## src/rtl/ring_router_param.sv

```systemverilog
// ring_router_param: ring stop with cw/ccw/PE inputs and two VC-phase buffers per input.
// Latency: one cycle from a buffer write to the registered output pulse when the output is ready and uncontended.
// Backpressure: an input's ready drops when its current-phase buffer is full; a stalled head waits for a later cycle of the same phase.
// Optional feature macro: RING_ROUTER_RR_ARB_EN selects round-robin arbitration (fixed priority otherwise).

// Small synchronous FIFO with a combinational head. Pushes to a full FIFO
// and pops from an empty FIFO are ignored.
module ring_router_fifo #(
    parameter int WIDTH = 64,
    parameter int DEPTH = 4
) (
    input  logic             clk,
    input  logic             reset,
    input  logic             push,
    input  logic [WIDTH-1:0] push_dat,
    input  logic             pop,
    output logic [WIDTH-1:0] head_dat,
    output logic             full,
    output logic             empty
);
    localparam int AW = $clog2(DEPTH);

    logic [WIDTH-1:0] mem [DEPTH];
    logic [AW:0]      wr_ptr;
    logic [AW:0]      rd_ptr;
    logic [AW:0]      ptr_one;

    assign ptr_one  = {{AW{1'b0}}, 1'b1};
    assign empty    = (wr_ptr == rd_ptr);
    assign full     = (wr_ptr[AW] != rd_ptr[AW]) && (wr_ptr[AW-1:0] == rd_ptr[AW-1:0]);
    assign head_dat = mem[rd_ptr[AW-1:0]];

    // Read/write pointers; the extra MSB tells full from empty.
    always_ff @(posedge clk) begin
        if (reset) begin
            wr_ptr <= '0;
            rd_ptr <= '0;
        end else begin
            if (push && !full) begin
                wr_ptr <= wr_ptr + ptr_one;
            end
            if (pop && !empty) begin
                rd_ptr <= rd_ptr + ptr_one;
            end
        end
    end

    // Storage array; contents need no reset because the pointers define validity.
    always_ff @(posedge clk) begin
        if (push && !full) begin
            mem[wr_ptr[AW-1:0]] <= push_dat;
        end
    end
endmodule

module ring_router_param #(
    parameter int PAC_WIDTH = 64,
    parameter int DEPTH     = 4
) (
    input  logic                 clk,
    input  logic                 reset,
    output logic                 polarity,
    input  logic                 cwsi,
    input  logic                 ccwsi,
    input  logic                 pesi,
    output logic                 cwri,
    output logic                 ccwri,
    output logic                 peri,
    input  logic [PAC_WIDTH-1:0] cwdi,
    input  logic [PAC_WIDTH-1:0] ccwdi,
    input  logic [PAC_WIDTH-1:0] pedi,
    output logic                 cwso,
    output logic                 ccwso,
    output logic                 peso,
    input  logic                 cwro,
    input  logic                 ccwro,
    input  logic                 pero,
    output logic [PAC_WIDTH-1:0] cwdo,
    output logic [PAC_WIDTH-1:0] ccwdo,
    output logic [PAC_WIDTH-1:0] pedo
);
    // Port index used for both inputs and outputs.
    localparam int CW  = 0;
    localparam int CCW = 1;
    localparam int PE  = 2;

    localparam int DIR_BIT = PAC_WIDTH - 2;

    function automatic logic [7:0] hop_of(input logic [PAC_WIDTH-1:0] p);
        return p[PAC_WIDTH-9 -: 8];
    endfunction

    // Ring-to-ring forwarding consumes one hop; only called for hop != 0.
    function automatic logic [PAC_WIDTH-1:0] dec_hop(input logic [PAC_WIDTH-1:0] p);
        logic [PAC_WIDTH-1:0] r;
        r = p;
        r[PAC_WIDTH-9 -: 8] = p[PAC_WIDTH-9 -: 8] - 8'd1;
        return r;
    endfunction

    logic [2:0]           in_send;
    logic [PAC_WIDTH-1:0] in_dat [3];
    logic [2:0]           in_rdy;
    logic [2:0]           out_rdy;
    logic [2:0]           out_vld;
    logic [PAC_WIDTH-1:0] out_dat [3];

    assign in_send = {pesi, ccwsi, cwsi};
    assign in_dat[CW]  = cwdi;
    assign in_dat[CCW] = ccwdi;
    assign in_dat[PE]  = pedi;
    assign out_rdy = {pero, ccwro, cwro};

    assign cwri  = in_rdy[CW];
    assign ccwri = in_rdy[CCW];
    assign peri  = in_rdy[PE];
    assign cwso  = out_vld[CW];
    assign ccwso = out_vld[CCW];
    assign peso  = out_vld[PE];
    assign cwdo  = out_dat[CW];
    assign ccwdo = out_dat[CCW];
    assign pedo  = out_dat[PE];

    // Per input, per phase buffer status.
    logic [2:0][1:0]      fifo_push;
    logic [2:0][1:0]      fifo_pop;
    logic [2:0][1:0]      fifo_full;
    logic [2:0][1:0]      fifo_empty;
    logic [PAC_WIDTH-1:0] fifo_head [3][2];
    logic [2:0]           src_pop;

    // The external side writes buf[polarity]; the router drains buf[~polarity].
    for (genvar gi = 0; gi < 3; gi++) begin : g_in
        assign in_rdy[gi] = !fifo_full[gi][polarity] && !reset;
        for (genvar gb = 0; gb < 2; gb++) begin : g_buf
            localparam logic PHASE = (gb != 0);
            assign fifo_push[gi][gb] = in_send[gi] && in_rdy[gi] && (polarity == PHASE);
            assign fifo_pop[gi][gb]  = src_pop[gi] && (polarity != PHASE);
            ring_router_fifo #(
                .WIDTH (PAC_WIDTH),
                .DEPTH (DEPTH)
            ) u_fifo (
                .clk      (clk),
                .reset    (reset),
                .push     (fifo_push[gi][gb]),
                .push_dat (in_dat[gi]),
                .pop      (fifo_pop[gi][gb]),
                .head_dat (fifo_head[gi][gb]),
                .full     (fifo_full[gi][gb]),
                .empty    (fifo_empty[gi][gb])
            );
        end
    end

    // VC phase: toggles every cycle, restarting from 0 after reset.
    always_ff @(posedge clk) begin
        if (reset) begin
            polarity <= 1'b0;
        end else begin
            polarity <= ~polarity;
        end
    end

    logic                 rd_phase;
    logic [2:0]           head_vld;
    logic [PAC_WIDTH-1:0] head_dat [3];

    assign rd_phase = ~polarity;

    // Select the read-phase head of each input.
    always_comb begin
        head_vld = '0;
        for (int i = 0; i < 3; i++) begin
            head_vld[i] = !fifo_empty[i][rd_phase];
            head_dat[i] = fifo_head[i][rd_phase];
        end
    end

    // Each output has a primary requester (ring at ring outputs, cw at PE
    // output) and a secondary one (PE at ring outputs, ccw at PE output).
    logic [2:0]           req_pri;
    logic [2:0]           req_sec;
    logic [PAC_WIDTH-1:0] cand_pri [3];
    logic [PAC_WIDTH-1:0] cand_sec [3];

    // Routing decision and the packet each requester would deliver.
    always_comb begin
        req_pri = '0;
        req_sec = '0;
        req_pri[CW]  = head_vld[CW]  && (hop_of(head_dat[CW])  != 8'd0);
        req_sec[CW]  = head_vld[PE]  && !head_dat[PE][DIR_BIT];
        req_pri[CCW] = head_vld[CCW] && (hop_of(head_dat[CCW]) != 8'd0);
        req_sec[CCW] = head_vld[PE]  && head_dat[PE][DIR_BIT];
        req_pri[PE]  = head_vld[CW]  && (hop_of(head_dat[CW])  == 8'd0);
        req_sec[PE]  = head_vld[CCW] && (hop_of(head_dat[CCW]) == 8'd0);

        cand_pri[CW]  = dec_hop(head_dat[CW]);
        cand_sec[CW]  = head_dat[PE];
        cand_pri[CCW] = dec_hop(head_dat[CCW]);
        cand_sec[CCW] = head_dat[PE];
        cand_pri[PE]  = head_dat[CW];
        cand_sec[PE]  = head_dat[CCW];
    end

    logic [2:0] sel_sec;
    logic [2:0] grant;

`ifdef RING_ROUTER_RR_ARB_EN
    // 1 = secondary requester currently preferred on that output.
    logic [2:0] rr_ptr;

    // The winner of a contested grant drops to lowest priority next time.
    always_ff @(posedge clk) begin
        if (reset) begin
            rr_ptr <= '0;
        end else begin
            for (int o = 0; o < 3; o++) begin
                if (grant[o] && req_pri[o] && req_sec[o]) begin
                    rr_ptr[o] <= !sel_sec[o];
                end
            end
        end
    end
`endif

    // Arbitration per output; a grant needs a requester and downstream ready.
    always_comb begin
        sel_sec = '0;
        grant   = '0;
        for (int o = 0; o < 3; o++) begin
`ifdef RING_ROUTER_RR_ARB_EN
            sel_sec[o] = req_sec[o] && (!req_pri[o] || rr_ptr[o]);
`else
            sel_sec[o] = !req_pri[o];
`endif
            grant[o] = (req_pri[o] || req_sec[o]) && out_rdy[o];
        end
    end

    // Each head targets exactly one output, so at most one term per input is set.
    always_comb begin
        src_pop      = '0;
        src_pop[CW]  = (grant[CW]  && !sel_sec[CW])  || (grant[PE]  && !sel_sec[PE]);
        src_pop[CCW] = (grant[CCW] && !sel_sec[CCW]) || (grant[PE]  && sel_sec[PE]);
        src_pop[PE]  = (grant[CW]  && sel_sec[CW])   || (grant[CCW] && sel_sec[CCW]);
    end

    // Registered outputs: one-cycle valid pulse per packet, data held otherwise.
    always_ff @(posedge clk) begin
        if (reset) begin
            out_vld <= '0;
            for (int o = 0; o < 3; o++) begin
                out_dat[o] <= '0;
            end
        end else begin
            out_vld <= grant;
            for (int o = 0; o < 3; o++) begin
                if (grant[o]) begin
                    out_dat[o] <= sel_sec[o] ? cand_sec[o] : cand_pri[o];
                end
            end
        end
    end
endmodule

```

## config.mk

```make
export PLATFORM = sky130hd
export DESIGN_NAME = ring_router_param
export DESIGN_NICKNAME = d
export VERILOG_FILES = /design/src/rtl/ring_router_param.sv
export SDC_FILE = /design/constraint.sdc
export NUM_CORES = 2
export LEC_CHECK = 0
export CORE_AREA = 2 2 530 269
export DETAILED_ROUTE_END_ITERATION = 6
export DIE_AREA = 0 0 532 271
export HOLD_SLACK_MARGIN = 0.06
export MAX_ROUTING_LAYER = met4
export PLACE_DENSITY = 0.66
export SLEW_MARGIN = 20
export SYNTH_ARGS = -nofsm -noshare
export SYNTH_HDL_FRONTEND = slang
export SYNTH_SLANG_ARGS = --single-unit
```

## constraint.sdc

```tcl
create_clock -name clk -period 5.8 [get_ports clk]
set_input_delay 0.87 -clock clk [delete_from_list [all_inputs] [get_ports clk]]
set_output_delay 0.87 -clock clk [all_outputs]
set_load 0.01 [all_outputs]
```

==> out/metrics.yaml <==
synth_compound_area_frac: 0.0203
start_kind: "flip-flop"
synth_top_area_frac: 0.749
endpoint_kind: "flip-flop"
clk_pin_slew_ns: 0.07
total_leakage_power_nw: 25.8
yosysSeqAreaShare: 0.764
final_util: 0.577
cts_tree: "built"
min-delay-start: "reset"
numCtsBuffers: 158
cts_buffer_depth: 4
ys_warn_count: 0
syn_nets: 3779
synth-seq-cells: 1780
synthArstFlopShare: 0
synth_top_family_by_area: "multiplexers"
max_stage_delay_ns: 0.78
synth_top_area_cell: "edfxtp_1"
firstDrtPassIters: 6
num_rows: 97
post-place-ws_ns: 1.24
dp_hpwl_mm: 113
post-route-period-util: 0.799
crit_type: "flip-flop to flip-flop"
synthCells: 3547
num_io_pins: 399
hold_viol_final: 0
crit_required_ns: 6.30
grt_pass1_wl_mm: 256
critical-path-top-delay-family: "multiplexers"
vias_per_cell: 5.94
ant_nets: 0
synth_area_um2: 69300
grt_setup_unrepaired: "false"
post_cts_buffers: 0
setup_viol: 0
crit_chain: "mux4_2, mux2i_1, ha_1, nor2b_1, a22oi_2, nor4_4, o21ai_1, a221oi_4, buf_12, nor2_1"
hold_class: "primary input to flip-flop"
postCtsHoldBufs: 0
die_area_um2: 144000
slowest_stage: "dfxtp_4"
antenna_found_initial: 17
ir_drop_uv: 281
synthSimpleGateAreaFrac: 0.0432
synthMuxAreaShare: 0.149
synthTopCellsByArea: "edfxtp_1, mux4_2, mux2i_1, nand2_1, dfxtp_1"
crit_buf_inv: 1
wl_mm: 178
die_h_um: 271
start_util: 0.498
cts_max_level: 4
drive_gt1_frac: 0.176
status: "finished, final reports clean"
synthXorXnorAreaFrac: 0.00518
synth_edf_count: 1728
fin_crit_ns: 4.64
post_drt_wl_per_cell_um: 29.8
whs_ns: 0.431
arrival_ns: 5.13
cts.repair.resized: 0
first_iter_violations: 4503
fin_area_um2: 80300
clock_latency_ns: 0.79
postPlaceCellArea_um2: 75600
powerDensity_nw_per_um2: 328
crit_path_max_fanout: 132
tns_ns: 0
cts_num_sinks: 1780
synth_cell_types: 58
max_freq_mhz: 216
drv_cap: 0
area_growth_pct: 15.9
fp.dieW_um: 532
worstMarginPinSlew_ns: 1.09
finalMaxSlewViolations: 0
vias: 35506
grt_overflow: 0
synth_fa_ha_area_frac: 0.00578
grt_usage: 0.254
grt_max_degree: 133
gp_congestion: 0.877
avgSynthCellArea_um2: 19.5
drc: 0
relSlewSlack: 0.276
setup_ws_ns: 1.16
nFillCells: 10244
coreArea_um2: 139000
portBuffers: 398
skew_ns: 0.0428
cts-root-buf: "clkbuf_16"
grt_pass1_vias: 34401
synth_flop_cell: "edfxtp_1"
nets: 4215
## report_power, final
group / switching [W] / total, W / leakage (nW) / internal (W)
Combinational: 0.00109 / 0.00185 / 7.26 / 0.000756
Sequential: 0.000213 / 0.0147 / 16.3 / 0.0144
Clock: 0.00451 / 0.00984 / 2.25 / 0.00533
## flip-flops by register name, summed over array words and instances, names as in the netlist, named ones only
name / cells
g_in.g_buf.u_fifo.mem: 1536
out_dat: 192
g_in.g_buf.u_fifo.rd_ptr: 18
g_in.g_buf.u_fifo.wr_ptr: 18
out_vld: 3
polarity: 1
## logic make-up after synthesis
family	after synthesis
and+or+nand+nor	731
adders and majority gates	32
AOI/OAI and AO/OA	190
xor gates and xnor gates	41
muxes	559
DFF	1780
buffers and inverters	214
## cells in the final DEF (no fill, tap or decap), types with 4 or more instances in the layout
cell type           n
edfxtp_1         1728
clkdlybuf4s50_1   397
nand2_1           380
mux4_2            375
nor2_1            251
clkbuf_16         161
mux2i_1           158
a211oi_1          131
buf_4              64
clkbuf_1           40
dfxtp_1            39
ha_1               32
clkinv_1           30
mux2_2             25
and2_4             25
xnor2_1            21
xor2_1             20
inv_1              18
clkinv_2           18
nor2b_1            16
nor3_1             16
diode_2            15
a21oi_1            14
dfxtp_4            13
o22ai_1             8
o21ai_0             8
buf_12              8
nand3_1             7
and3_1              6
nor4_1              5
and2_1              5
nand4_1             5
bufinv_16           5
inv_6               4
## layer usage
layer / part of all wire / vias up / track usage
met4: 0.015 / 0 / 0.0406
li1: - / 15067 / -
met1: 0.43 / 18573 / 0.377
met5: 0 / - / -
met2: 0.47 / 1666 / 0.379
met3: 0.089 / 200 / 0.0438
## worst paths after layout
check,endpoint,slack [ns],depth (start not counted)
min reg2reg,flip-flop,0.51,2
max,out_dat[0][94],1.16,10
max reg2reg,out_dat[0][94],1.16,10
min,g_in[0].g_buf[0].u_fifo.wr_ptr[2],0.43,2
## synth_stat cells, types with 2 or more instances
library cell,n
a211oi_1,131
xnor2_1,21
nor2b_1,16
a311oi_1,3
inv_2,2
clkbuf_1,97
clkbuf_2,2
or3_1,2
o41ai_1,2
o21ai_0,8
nand2b_1,2
a221oi_1,3
mux2i_1,158
nor2_1,251
o22ai_1,8
buf_1,55
inv_1,18
buf_2,37
buf_4,3
and2_1,30
nand3_1,7
xor2_1,20
o31ai_1,3
a221o_1,3
nand4_1,5
a211o_1,2
ha_1,32
nor3_1,16
a21oi_1,15
edfxtp_1,1728
nand2_1,382
mux2_2,25
dfxtp_1,52
nor4_1,5
mux4_2,375
and3_1,6
## cell type report
type / count / area, um2 / area share
well taps: 1881 / 2350 / 0.0293
diodes: 15 / 37.5 / 0.000468
multi-input cells: 1553 / 15600 / 0.194
clock buffers: 203 / 4210 / 0.0524
flip-flops and latches: 1780 / 53000 / 0.660
inverters: 20 / 82.6 / 0.00103
clock inverters: 60 / 410 / 0.00511
repair buffers: 470 / 4620 / 0.0575
## per-stage QoR
step	total power, W	instances
after floorplan	0.0157	3547
after global placement	0.0168	5704
after detailed placement	0.0168	5704
after CTS	0.0265	5967
after global routing	0.0272	5979
final	0.0263	5982
Power figures use the tool's default switching activity.
